<file path="src/rtl/mdu_pkg.sv">
// Shared definitions for the multiply/divide unit: FSM state encoding and
// iteration counts used by the sequential divider (and the multiplier).
package mdu_pkg;

  typedef enum logic [1:0] {
    IDLE = 2'd0,
    RUN  = 2'd1,
    FIX  = 2'd2,
    DONE = 2'd3
  } mdu_state_t;

  localparam int DIV_ITERS = 32;

endpackage

</file>
<file path="src/rtl/div_step.sv">
// One restoring-division iteration: shift the partial remainder left, bring in
// the next dividend bit, and keep the trial difference only if it is non-negative.
module div_step #(
  parameter int WIDTH = 32
) (
  input  logic [WIDTH:0]   rem_in,
  input  logic             dividend_msb,
  input  logic [WIDTH-1:0] divisor,
  output logic [WIDTH:0]   rem_out,
  output logic             q_bit
);

  logic [WIDTH+1:0] shifted;
  logic [WIDTH+1:0] diff;

  // One extra guard bit so the trial difference's sign is never ambiguous.
  always_comb begin
    shifted = {rem_in, dividend_msb};
    diff    = shifted - {2'b00, divisor};
    q_bit   = ~diff[WIDTH+1];
    rem_out = q_bit ? diff[WIDTH:0] : shifted[WIDTH:0];
  end

endmodule

</file>
<file path="src/rtl/seq_divider.sv">
// Sequential signed divider with MIPS div semantics: one quotient bit per cycle
// on operand magnitudes, followed by a sign-correction cycle.
module seq_divider
  import mdu_pkg::*;
#(
  parameter int WIDTH = 32
) (
  input  logic             clk,
  input  logic             reset,
  input  logic [WIDTH-1:0] a,
  input  logic [WIDTH-1:0] b,
  input  logic             start,
  output logic [WIDTH-1:0] quotient,
  output logic [WIDTH-1:0] remainder,
  output logic             done,
  output logic             div_by_zero,
  output logic             busy
);

  mdu_state_t state, next_state;

  logic [5:0]       count;
  logic [WIDTH-1:0] work_q;
  logic [WIDTH-1:0] div_mag;
  logic [WIDTH:0]   part_rem;
  logic             neg_q;
  logic             neg_r;

  logic             accept;
  logic             b_zero;
  logic [WIDTH-1:0] a_mag;
  logic [WIDTH-1:0] b_mag;
  logic [WIDTH:0]   step_rem;
  logic             step_q;

  // The most-negative dividend maps to 2^(WIDTH-1), which still fits unsigned.
  assign a_mag  = a[WIDTH-1] ? -a : a;
  assign b_mag  = b[WIDTH-1] ? -b : b;
  assign b_zero = (b == '0);

  div_step #(.WIDTH(WIDTH)) u_step (
    .rem_in       (part_rem),
    .dividend_msb (work_q[WIDTH-1]),
    .divisor      (div_mag),
    .rem_out      (step_rem),
    .q_bit        (step_q)
  );

  always_comb begin
    next_state = state;
    accept     = 1'b0;
    case (state)
      IDLE, DONE: begin
        if (start) begin
          accept     = 1'b1;
          next_state = b_zero ? DONE : RUN;
        end else begin
          next_state = IDLE;
        end
      end
      RUN:     if (count == 6'(DIV_ITERS - 1)) next_state = FIX;
      FIX:     next_state = DONE;
      default: next_state = IDLE;
    endcase
  end

  always_ff @(posedge clk or negedge reset) begin
    if (!reset) state <= IDLE;
    else        state <= next_state;
  end

  // The dividend register doubles as the quotient shift register: one bit
  // leaves at the top into the remainder while the new quotient bit enters below.
  always_ff @(posedge clk or negedge reset) begin
    if (!reset) begin
      count       <= '0;
      work_q      <= '0;
      div_mag     <= '0;
      part_rem    <= '0;
      neg_q       <= 1'b0;
      neg_r       <= 1'b0;
      quotient    <= '0;
      remainder   <= '0;
      done        <= 1'b0;
      div_by_zero <= 1'b0;
      busy        <= 1'b0;
    end else begin
      done <= (next_state == DONE);
      busy <= (next_state == RUN) || (next_state == FIX);
      if (accept) begin
        if (b_zero) begin
          quotient    <= '0;
          remainder   <= '0;
          div_by_zero <= 1'b1;
        end else begin
          work_q      <= a_mag;
          div_mag     <= b_mag;
          part_rem    <= '0;
          count       <= '0;
          neg_q       <= a[WIDTH-1] ^ b[WIDTH-1];
          neg_r       <= a[WIDTH-1];
          div_by_zero <= 1'b0;
        end
      end else if (state == RUN) begin
        part_rem <= step_rem;
        work_q   <= {work_q[WIDTH-2:0], step_q};
        count    <= count + 6'd1;
      end else if (state == FIX) begin
        quotient  <= neg_q ? -work_q : work_q;
        remainder <= neg_r ? -part_rem[WIDTH-1:0] : part_rem[WIDTH-1:0];
      end
    end
  end

endmodule

</file>
<file path="config.mk">
export PLATFORM = sky130hd
export DESIGN_NAME = seq_divider
export DESIGN_NICKNAME = d
export VERILOG_FILES = /design/src/rtl/mdu_pkg.sv /design/src/rtl/div_step.sv /design/src/rtl/seq_divider.sv
export SDC_FILE = /design/constraint.sdc
export NUM_CORES = 1
export LEC_CHECK = 0
export CAP_MARGIN = 20
export CORE_MARGIN = 3
export CORE_UTILIZATION = 30
export CTS_BUF_LIST = sky130_fd_sc_hd__clkbuf_4 sky130_fd_sc_hd__clkbuf_8
export CTS_CLUSTER_SIZE = 12
export DETAILED_ROUTE_END_ITERATION = 16
export PLACE_DENSITY = 0.57
export SLEW_MARGIN = 20
export SYNTH_ARGS = -nofsm -noshare
export SYNTH_HDL_FRONTEND = slang
export SYNTH_SLANG_ARGS = --single-unit
</file>
<file path="constraint.sdc">
create_clock -name clk -period 3.3 [get_ports clk]
set_input_delay 0.495 -clock clk [delete_from_list [all_inputs] [get_ports clk]]
set_output_delay 0.495 -clock clk [all_outputs]
set_load 0.05 [all_outputs]
</file>
## After elaboration in Yosys (flattened, before gate mapping)

Index checks and enable logic that the tools add are counted.

- Register bits after elaboration: 174
- Bits of input ports: 67
- Output and inout bits: 67
- Word-level logic and storage cells: 68

- Add/subtract/negate cells: 6
- Eq/ne operators: 10
- Muxes and demuxes: 28
- Bitwise logic cells: 3
- Reduce and logical (&&, ||, !) cells: 9

Operators with widths:

| cell | number |
|---|---|
| 2-to-1 mux 32 bit | 14 |
| 2-to-1 mux 33 bit | 4 |
| negator 32 bit | 4 |
| subtractor 34 x 32 -> 34 bit | 1 |
| logical NOT 32 bit | 1 |
| 2-to-1 mux 6 bit | 3 |
| equality test 2 bit, second input constant | 4 |
| adder 6 x 1 -> 6 bit, second input constant | 1 |
| equality test 6 x 5 -> 1 bit, second input constant | 1 |
| 2-to-1 mux 2 bit | 3 |
| case mux 2 bit (3 select lines) | 1 |
| equality test 2 x 1 -> 1 bit, second input constant | 2 |
| inequality test 2 bit, second input constant | 2 |
| AND reduction 2 bit | 2 |
| nonzero test 2 bit | 2 |
| 2-to-1 mux 1 bit | 3 |
| AND reduction 3 bit | 1 |
| logical NOT 2 bit | 1 |
| inequality test 2 x 1 -> 1 bit, second input constant | 1 |
| NOT 1 bit | 2 |
| OR reduction 2 bit | 1 |
| logical OR 1 bit | 1 |
| bitwise XOR 1 bit | 1 |

## Longest topological paths before layout

Gate-level depths: netlist (run 1).

- Depth in word-level cells: 6
- Depth in mapped cells: 13
- Depth with buffers taken out: 13

## By module

From an unflattened synthesis (run 1), not the netlist that was laid out.

- Cells, all modules: 1339
- Area total of the unflattened synthesis: 11494.8 sq um

By module, submodules not included:

| module | instances | cells each | area each (sq um) | sequential area each (sq um) |
|---|---|---|---|---|
| seq_divider | 1 | 1011 | 9323.9 | 4354.2 |
| div_step | 1 | 328 | 2170.8 | 0.0 |

## Worst setup path before layout (run 1)

No wires, ideal clock.

- Kind: register -> register
- Start point: register part_rem[27]
- End point: register part_rem[15]
- Setup time: 0.134 ns
- Data arrival time: 2.782 ns
- Data required time: 3.166 ns
- Path slack: 0.384 ns
- Cell stages (with the launch flop): 11
- Path buffers: 1
- Clock period less this slack: 2.916 ns
- Path through: dfrtp_1 > ha_1 > a21oi_1 > o21ai_0 > a2111oi_0 > o2111a_1 > nor3_1 > nor2_2 > buf_2 > mux2i_1 > o21ai_0

- Cells in the longest elaborated chain, start to end: 4

RTL lines:

| what | RTL line | text |
|---|---|---|
| from (decl) | seq_divider.sv:25 | `logic [WIDTH:0] part_rem;` |
| from (signal assigned) | seq_divider.sv:105 | `part_rem <= step_rem;` |
| subtractor 34 x 32 -> 34 bit | div_step.sv:19 | `diff = shifted - {2'b00, divisor};` |
| 2-to-1 mux 33 bit | div_step.sv:21 | `rem_out = q_bit ? diff[WIDTH:0] : shifted[WIDTH:0];` |
| 2-to-1 mux 33 bit | seq_divider.sv:104 | `end else if (state == RUN) begin` |
| 2-to-1 mux 33 bit | seq_divider.sv:90 | `if (accept) begin` |

Every way passes these cells. The select of a mux whose other input is x is not followed.
A chain may end at the register's enable or synchronous reset.

## Final worst setup path (run 1)

- Start point: input port b[1]
- End point: register remainder[2]

- Cells in the longest elaborated chain, start to end: 3

RTL lines:

| what | RTL line | text |
|---|---|---|
| from (decl) | seq_divider.sv:11 | `input logic [WIDTH-1:0] b,` |
| logical NOT 32 bit | seq_divider.sv:39 | `assign b_zero = (b == '0);` |
| inequality test 2 x 1 -> 1 bit (no source line) | - |  |
| AND reduction 3 bit (no source line) | - |  |
| to (signal assigned) | seq_divider.sv:110 | `remainder <= neg_r ? -part_rem[WIDTH-1:0] : part_rem[WIDTH-1:0];` |
| to (decl) | seq_divider.sv:14 | `output logic [WIDTH-1:0] remainder,` |

Every way passes these cells.

==> flow_summary.rst, run 1 <==
.. list-table::
   :header-rows: 1

   * - Metric
     - Value
   * - Number of DRC violations after detailed routing
     - 0
   * - Die ar.
     - 40500 um^2
   * - Synthesized netlist net count
     - 1446
   * - Power density normalized to cell area
     - 534 nW/um^2
   * - Via density per instance
     - 4.99
   * - Residual overflow from global routing
     - 0
   * - Leading cell type by number of instances after synthesis
     - nand2_1
   * - Data arrival time at the worst-slack endpoint
     - 3.54 ns
   * - Critical Path Fanout Max
     - 15
   * - Endpoint class of the critical path
     - flip-flop
   * - Worst-margin pin slew
     - 1.03 ns
   * - Detailed placement HPWL
     - 25900 um
   * - Most frequent cells after synthesis
     - nand2_1, dfrtp_1, o21ai_0, xor2_1, o31ai_1
   * - Final instance area
     - 14600 um^2
   * - Average wire per standard cell
     - 16.3 um
   * - Area growth syn-to-layout
     - 27.9%
   * - TritonCTS clock tree
     - built
   * - Final Skew
     - 0.0197 ns
   * - R2R Setup Slk
     - 0.14 ns
   * - Startpoint of the most critical hold path
     - b[0]
   * - Total negative setup slack
     - 0 ns
   * - Instance count after placement with tap cells included
     - 2017
   * - Via count of the first global-routing pass
     - 9724
   * - Design internal power
     - 4.40 mW
   * - WP data required
     - 3.68 ns
   * - Mean instance size in the synthesized netlist
     - 8.55 um^2
   * - Clock slew at the register clock pins of the worst setup and hold paths
     - 0.10 ns
   * - Critical Path Source Type
     - input pin
   * - Floorplan die height
     - 201 um
   * - Post-DRT Antenna Nets
     - 0
   * - Initial core utilization
     - 30.8%
   * - Path depth of the worst reg2reg path
     - 13
   * - Number of instances in the synthesized netlist
     - 1338
   * - Critical register-to-register path endpoint
     - part_rem[32]
   * - Cell Area, Placed
     - 14100 um^2
   * - Leakage power figure
     - 6.32 nW
   * - Setup repair after global routing missed its margin
     - true
   * - Pin count of the biggest net entering global routing
     - 66
   * - IO Pins
     - 134
   * - Run status
     - finished clean
   * - Classification of the worst-slack hold path
     - input pin to flip-flop
   * - Detailed-router iteration count before antenna repair
     - 5
   * - Area of the core
     - 37100 um^2
   * - Logic pwr share
     - 43.4%
   * - Cell type of the slowest stage on the worst timing path
     - o41ai_4
   * - Clock latency on the worst-skew pair
     - 0.48 ns
   * - Max Fclk
     - 316 MHz
   * - Gp weighted congestion
     - 0.877
   * - Max-capacitance violation count
     - 0
   * - Family with the most delay on the worst path
     - simple AND/OR/NAND/NOR gates
   * - Top flip-flop cell by instance count after synthesis
     - dfrtp_1
   * - Pins Over Slew Limit
     - 0
   * - Critical path buffers and inverters
     - 5
   * - Final period demand of the worst path
     - 3.16 ns
   * - Count of flip-flops with a built-in enable after synthesis
     - 0
   * - # setup viols final
     - 0
   * - Post-synthesis sequential area ratio
     - 38.1%
   * - Initial DRC Count
     - 741
   * - Fillcell total
     - 3791
   * - Power after layout
     - 7.82 mW
   * - Width of the die
     - 201 um
   * - Number of rows in the core area
     - 70
   * - CP max stage delay
     - 0.46 ns
   * - Hold path depth
     - 4
   * - Type of the worst setup path
     - input pin to flip-flop
   * - Cells traversed along the worst timing path
     - clkdlybuf4s50_1 -> inv_1 -> ha_1 -> or3b_1 -> or3_4 -> buf_4 -> nor2_2 -> nand4_1 -> o41ai_4 -> o21ai_4 -> buf_12 -> clkbuf_16 -> o31ai_1
   * - Clock sink count
     - 174
   * - Number of buffers created by CTS
     - 17
   * - Clock Power Share
     - 18.2%
   * - Switching power as a share of total power
     - 43.7%
   * - Total detailed-routing wirelength
     - 33600 um
   * - Startpoint of the worst register-to-register path
     - div_mag[0]
   * - Maximum clock path buffer count
     - 2
   * - Headroom to the max-slew limit
     - 31.1%
   * - Final-report hold violation count
     - 0
   * - Port Buffer Count
     - 133
   * - Async S/R FF share, synth
     - 100%
   * - Netlist area before placement
     - 11400 um^2
   * - Maximum VDD drop
     - 276 uV
   * - # H-tree levels
     - 4
   * - Area share of the leading cell type in the synthesized netlist
     - 38.1%
   * - Power share of the sequential group
     - 38.3%
   * - Cell type contributing the most total cell area after synthesis
     - dfrtp_1
   * - Proportion of layout cells with a drive suffix above 1
     - 12.0%
   * - Switching pwr
     - 3.42 mW
   * - Final core utilization
     - 39.4%
   * - Detailed-route via count
     - 10300
   * - Synth Register Bits
     - 174
   * - Global router's overall resource usage
     - 16.1%
   * - Min-Delay Endpoint
     - div_mag[0]
   * - Share of the cycle needed by the critical path after routing
     - 95.9%
   * - Library cell used as clock root buffer
     - clkbuf_8
   * - Number of antenna violations at the first check in global routing
     - 0
   * - First-pass GRT wire length
     - 53500 um
   * - Largest cells by area after synthesis
     - dfrtp_1, xor2_1, nand2_1, o21ai_0, o31ai_1
   * - Count of non-filler cells in the finished layout
     - 2057
   * - Number of nets in the layout
     - 1648
   * - Unique masters post-synth
     - 69
   * - Yosys synthesis warning count
     - 0
-- how the worst max path moves through the flow --
stage | start | end | slack (ns) | depth (start not counted)
after detailed placement | b[0] | remainder[12] | -0.32 | 12
after floorplan | part_rem[27] | part_rem[15] | 0.38 | 10
after global routing | b[1] | remainder[29] | -0.02 | 13
after global placement | b[0] | part_rem[3] | -0.21 | 13
final | b[1] | remainder[2] | 0.14 | 13
after CTS | div_mag[0] | part_rem[32] | 0.04 | 13
-- tightest hold or removal path, cell delays in order --
cell and delay [ns]:
dlymetal6s2s_1 0.15, inv_2 0.07, buf_4 0.10, o21ai_0 0.07
-- layout by cell type (no fill, tap or decap), types with 4 or more instances in the layout --
cell	Yosys	routed
inv_1	54	53
clkdlybuf4s50_1	0	131
xnor2_1	41	41
nor2_1	64	63
or3_1	12	11
or4_1	14	14
a31oi_1	11	10
nand3_1	22	22
mux2i_1	27	27
a32oi_1	9	9
o41ai_1	15	15
and3_1	7	7
buf_4	1	102
a21o_1	15	15
nand4_1	9	9
o211ai_1	5	5
nor2b_1	10	10
inv_6	0	6
nor4_1	13	13
xor2_1	104	104
o21a_1	4	4
a21boi_0	5	4
dfrtp_1	174	174
clkbuf_8	0	18
o21ai_0	149	149
o22ai_1	6	6
o31ai_2	1	4
nand2b_1	15	14
nand2_1	219	218
ha_1	40	39
o31ai_1	83	80
a21oi_1	74	74
buf_12	0	12
nor3_1	15	15
-- registers in the layout (all words and copies together) (netlist names), 2 cells and up --
register,flops
count,6
part_rem,33
state,2
quotient,32
work_q,32
div_mag,32
remainder,32
-- power by group through the flow --
stage          Combinational, mW  Clock, mW  Sequential, mW
2_1_floorplan               1.46          0            3.68
3_3_place_gp                3.33          0            3.02
3_5_place_dp                3.37          0            3.04
4_1_cts                     3.37       1.47            3.00
5_1_grt                     3.70       1.55            3.07
6_report                    3.40       1.43            3.00
-- area by class of cell --
| type | instances | area (um^2) | share of cell area (%) |
|---|---|---|---|
| timing repair buffer | 251 | 2430 | 16.6 |
| inverter | 54 | 203 | 1.39 |
| multi-input combinational | 1042 | 6660 | 45.5 |
| clock buffer | 18 | 248 | 1.69 |
| sequential | 174 | 4350 | 29.8 |
| tap | 504 | 631 | 4.31 |
| antenna | 1 | 2.50 | 0.0171 |
| clock inverter | 13 | 104 | 0.710 |
-- cells by family (layout without fill, tap and decap cells) --
logic type               count (synthesis)  after routing  share of synthesized area [%]
flip-flops                             174            174                           38.1
buffers and inverters                  122            336                           4.29
AND/OR/NAND/NOR                        427            427                           17.5
adder cells (fa/ha/maj)                 41             41                           4.55
multiplexers                            27             27                           2.36
AO/OA/AOI/OAI                          402            402                           22.1
XOR/XNOR                               145            145                           11.1
other                                    0              1                              0
-- per-layer routing --
layer | global-route usage (%) | wire, um
met5 | 0 | 0
met4 | 3.89 | 494
met3 | 2.77 | 1290
met2 | 23.4 | 14300
met1 | 24.8 | 17500
-- per-stage QoR --
stage | setup WS [ns] | hold slack, ns
2_1_floorplan | 0.384 | 0.199
3_3_place_gp | -0.213 | 0.462
3_5_place_dp | -0.315 | 0.466
4_1_cts | 0.0405 | 0.487
5_1_grt | -0.0176 | 0.461
6_report | 0.137 | 0.451
-- timing repair --
item / in CTS / in global routing
gates resized for setup: 0 / 16
setup endpoints to repair: 0 / 33
hold buffers: 1 / 0
setup buffers: 0 / 4
hold endpoints to repair: 46 / 0
No activity file was read; power rests on OpenSTA's default activity.
==> run 2: changes to the inputs <==
--- a/config.mk
+++ b/config.mk
@@ -8,7 +8,7 @@
 export CAP_MARGIN = 20
 export CORE_MARGIN = 3
 export CORE_UTILIZATION = 30
-export CTS_BUF_LIST = sky130_fd_sc_hd__clkbuf_4 sky130_fd_sc_hd__clkbuf_8
+export CTS_BUF_LIST = sky130_fd_sc_hd__clkbuf_2
 export CTS_CLUSTER_SIZE = 12
 export DETAILED_ROUTE_END_ITERATION = 16
 export PLACE_DENSITY = 0.57
==> run 2 against run 1 <==
Compared with the run above:
- global-route usage is 0.055 points lower
- critical path depth unchanged
- register-to-register slack about the same
- critical endpoint is now part_rem[32]
- highest routed layer unchanged
- clock skew increased by 0.019 ns
- maximum frequency about the same
- sequential cell count unchanged
- non-clock buffer count decreased by 5
- clock power shrank 28%
- first-iteration DRC count fell by 1.6%
==> flow_summary.rst, run 2 (synthesis gave the netlist of run 1 again) <==
.. list-table::
   :header-rows: 1

   * - Metric
     - Value
   * - Max Fclk
     - 316 MHz
   * - Area of the core
     - 37100 um^2
   * - Width of the die
     - 201 um
   * - Initial DRC Count
     - 729
   * - Number of DRC violations after detailed routing
     - 0
   * - Number of antenna violations at the first check in global routing
     - 1
   * - Worst-case hold slack
     - 0.190 ns
   * - Maximum clock path buffer count
     - 2
   * - Fillcell total
     - 3813
   * - First-pass GRT wire length
     - 53300 um
   * - Maximum VDD drop
     - 275 uV
   * - Min setup slack post-route
     - 0.138 ns
   * - Clock latency on the worst-skew pair
     - 0.77 ns
   * - WP data required
     - 3.98 ns
   * - Area growth syn-to-layout
     - 25.4%
   * - Path depth of the worst reg2reg path
     - 13
   * - Average wire per standard cell
     - 16.1 um
   * - Detailed placement HPWL
     - 25900 um
   * - Leakage power figure
     - 6.19 nW
   * - # H-tree levels
     - 4
   * - Library cell used as clock root buffer
     - clkbuf_2
   * - Total negative setup slack
     - 0 ns
   * - Global router's overall resource usage
     - 16.1%
   * - FF+latch area
     - 4350 um^2
   * - Most frequent cells in the layout
     - nand2_1, dfrtp_1, o21ai_0, clkdlybuf4s50_1, xor2_1
   * - Detailed-route via count
     - 10300
   * - Final-report hold violation count
     - 0
   * - Die ar.
     - 40500 um^2
   * - Data arrival time at the worst-slack endpoint
     - 3.84 ns
   * - Leading cell type in the layout, fill and taps excluded
     - nand2_1
   * - Classification of the worst-slack hold path
     - input pin to asynchronous set/reset pin
   * - Number of flip-flops under the largest register name
     - 33
   * - Port Buffer Count
     - 133
   * - Number of rows in the core area
     - 70
   * - Final period demand of the worst path
     - 3.16 ns
   * - Worst-margin pin slew
     - 1.03 ns
   * - IO Pins
     - 134
   * - Via density per instance
     - 5.00
   * - Setup repair after global routing missed its margin
     - true
   * - Area of the multi-input gates
     - 6640 um^2
   * - Clock sink count
     - 174
   * - Via count of the first global-routing pass
     - 9714
   * - Critical Path Source Type
     - flip-flop
   * - Pins Over Slew Limit
     - 0
   * - TritonCTS clock tree
     - built
   * - Proportion of layout cells with a drive suffix above 1
     - 11.2%
   * - Pin count of the biggest net entering global routing
     - 66
   * - Clock slew at the register clock pins of the worst setup and hold paths
     - 0.26 ns
   * - Final Skew
     - 0.0390 ns
   * - Gp weighted congestion
     - 0.877
   * - Headroom to the max-slew limit
     - 31.3%
   * - Number of nets in the layout
     - 1643
   * - Max-capacitance violation count
     - 0
   * - Total detailed-routing wirelength
     - 33000 um
   * - Detailed-router iteration count before antenna repair
     - 6
   * - Initial core utilization
     - 30.8%
   * - Instance count after placement with tap cells included
     - 2017
   * - Post-DRT Antenna Nets
     - 0
   * - Worst slack at placement
     - -0.315 ns
   * - Type of the worst setup path
     - flip-flop to flip-flop
   * - Floorplan die height
     - 201 um
   * - Count of non-filler cells in the finished layout
     - 2053
   * - Reg with most FFs
     - part_rem
   * - Endpoint class of the critical path
     - flip-flop
   * - Residual overflow from global routing
     - 0
   * - Run status
     - finished clean
   * - # setup viols final
     - 0
   * - Power density normalized to cell area
     - 515 nW/um^2
   * - Number of buffers created by CTS
     - 17
   * - Share of the cycle needed by the critical path after routing
     - 95.8%
   * - Critical Path Fanout Max
     - 3
[run 2: cell count changes in the layout (fill, tap and decap cells not counted), sizes merged]
cell | before | now
buf | 115 | 113
diode | 1 | 2
dlymetal6s2s | 1 | 0
clkdlybuf4s50 | 131 | 132
clkinv | 5 | 6
clkbuf | 21 | 17
[run 2: cell type report]
cell class,count,area share [%]
Multi-Input combinational cell,1042,46.3
Timing Repair Buffer,246,16.2
Tap cell,504,4.40
Inverter,54,1.41
Sequential cell,174,30.3
Clock buffer,17,0.593
Antenna cell,2,0.0349
Clock inverter,14,0.750
[run 2: stage by stage]
| step | instance area [um^2] | utilization (%) | total power [mW] |
|---|---|---|---|
| floorplan | 11400 | - | 5.15 |
| CTS | 14300 | 38.5 | 7.46 |
| detailed placement | 14100 | 38.0 | 6.41 |
| global route | 14300 | 38.6 | 7.91 |
| finish | 14300 | 38.6 | 7.39 |
| global placement | 14100 | 38.0 | 6.35 |
[run 2: timing repair]
item / in CTS / in global routing
endpoints found under the setup margin: 0 / 32
endpoints found under the hold margin: 60 / 0
hold buffers: 1 / 0
setup buffers: 0 / 2
gates resized for setup: 0 / 9
[run 2: path summary, 6_finish.rpt]
| kind | start | slack (ns) | to |
|---|---|---|---|
| worst max-delay path | div_mag[0] | 0.14 | part_rem[32] |
| worst min-delay path | reset | 0.19 | div_mag[2] |
| worst max register to register | div_mag[0] | 0.14 | part_rem[32] |
| worst min register to register | remainder[11] | 0.51 | remainder[11] |
| max in group asynchronous | reset | 2.39 | work_q[8] |
| min in group clk | a[0] | 0.42 | work_q[0] |
[run 2: power breakdown]
group          switching, mW  internal, mW  leakage [nW]
combinational           2.10          1.26          3.79
clock                  0.821         0.211         0.126
sequential             0.435          2.56          2.27
[run 2: layer usage]
| metal | global-route usage, % | vias up | routed length [um] |
|---|---|---|---|
| met2 | 23.4 | 232 | 14000 |
| met5 | 0 | - | 0 |
| met3 | 2.72 | 24 | 1470 |
| met1 | 24.7 | 4862 | 17100 |
| li1 | - | 5156 | - |
| met4 | 3.84 | 0 | 432 |
[run 2: critical path, cell delays in order (launching register included)]
cell and delay, ns:
dfrtp_1 0.50, ha_2 0.24, inv_1 0.07, fa_2 0.22, a211o_1 0.17, nor4bb_2 0.29
nor2_1 0.11, o211ai_1 0.29, a31oi_2 0.16, buf_4 0.17, o31a_1 0.25, or3_1 0.41
nand4_1 0.11, o211ai_1 0.08
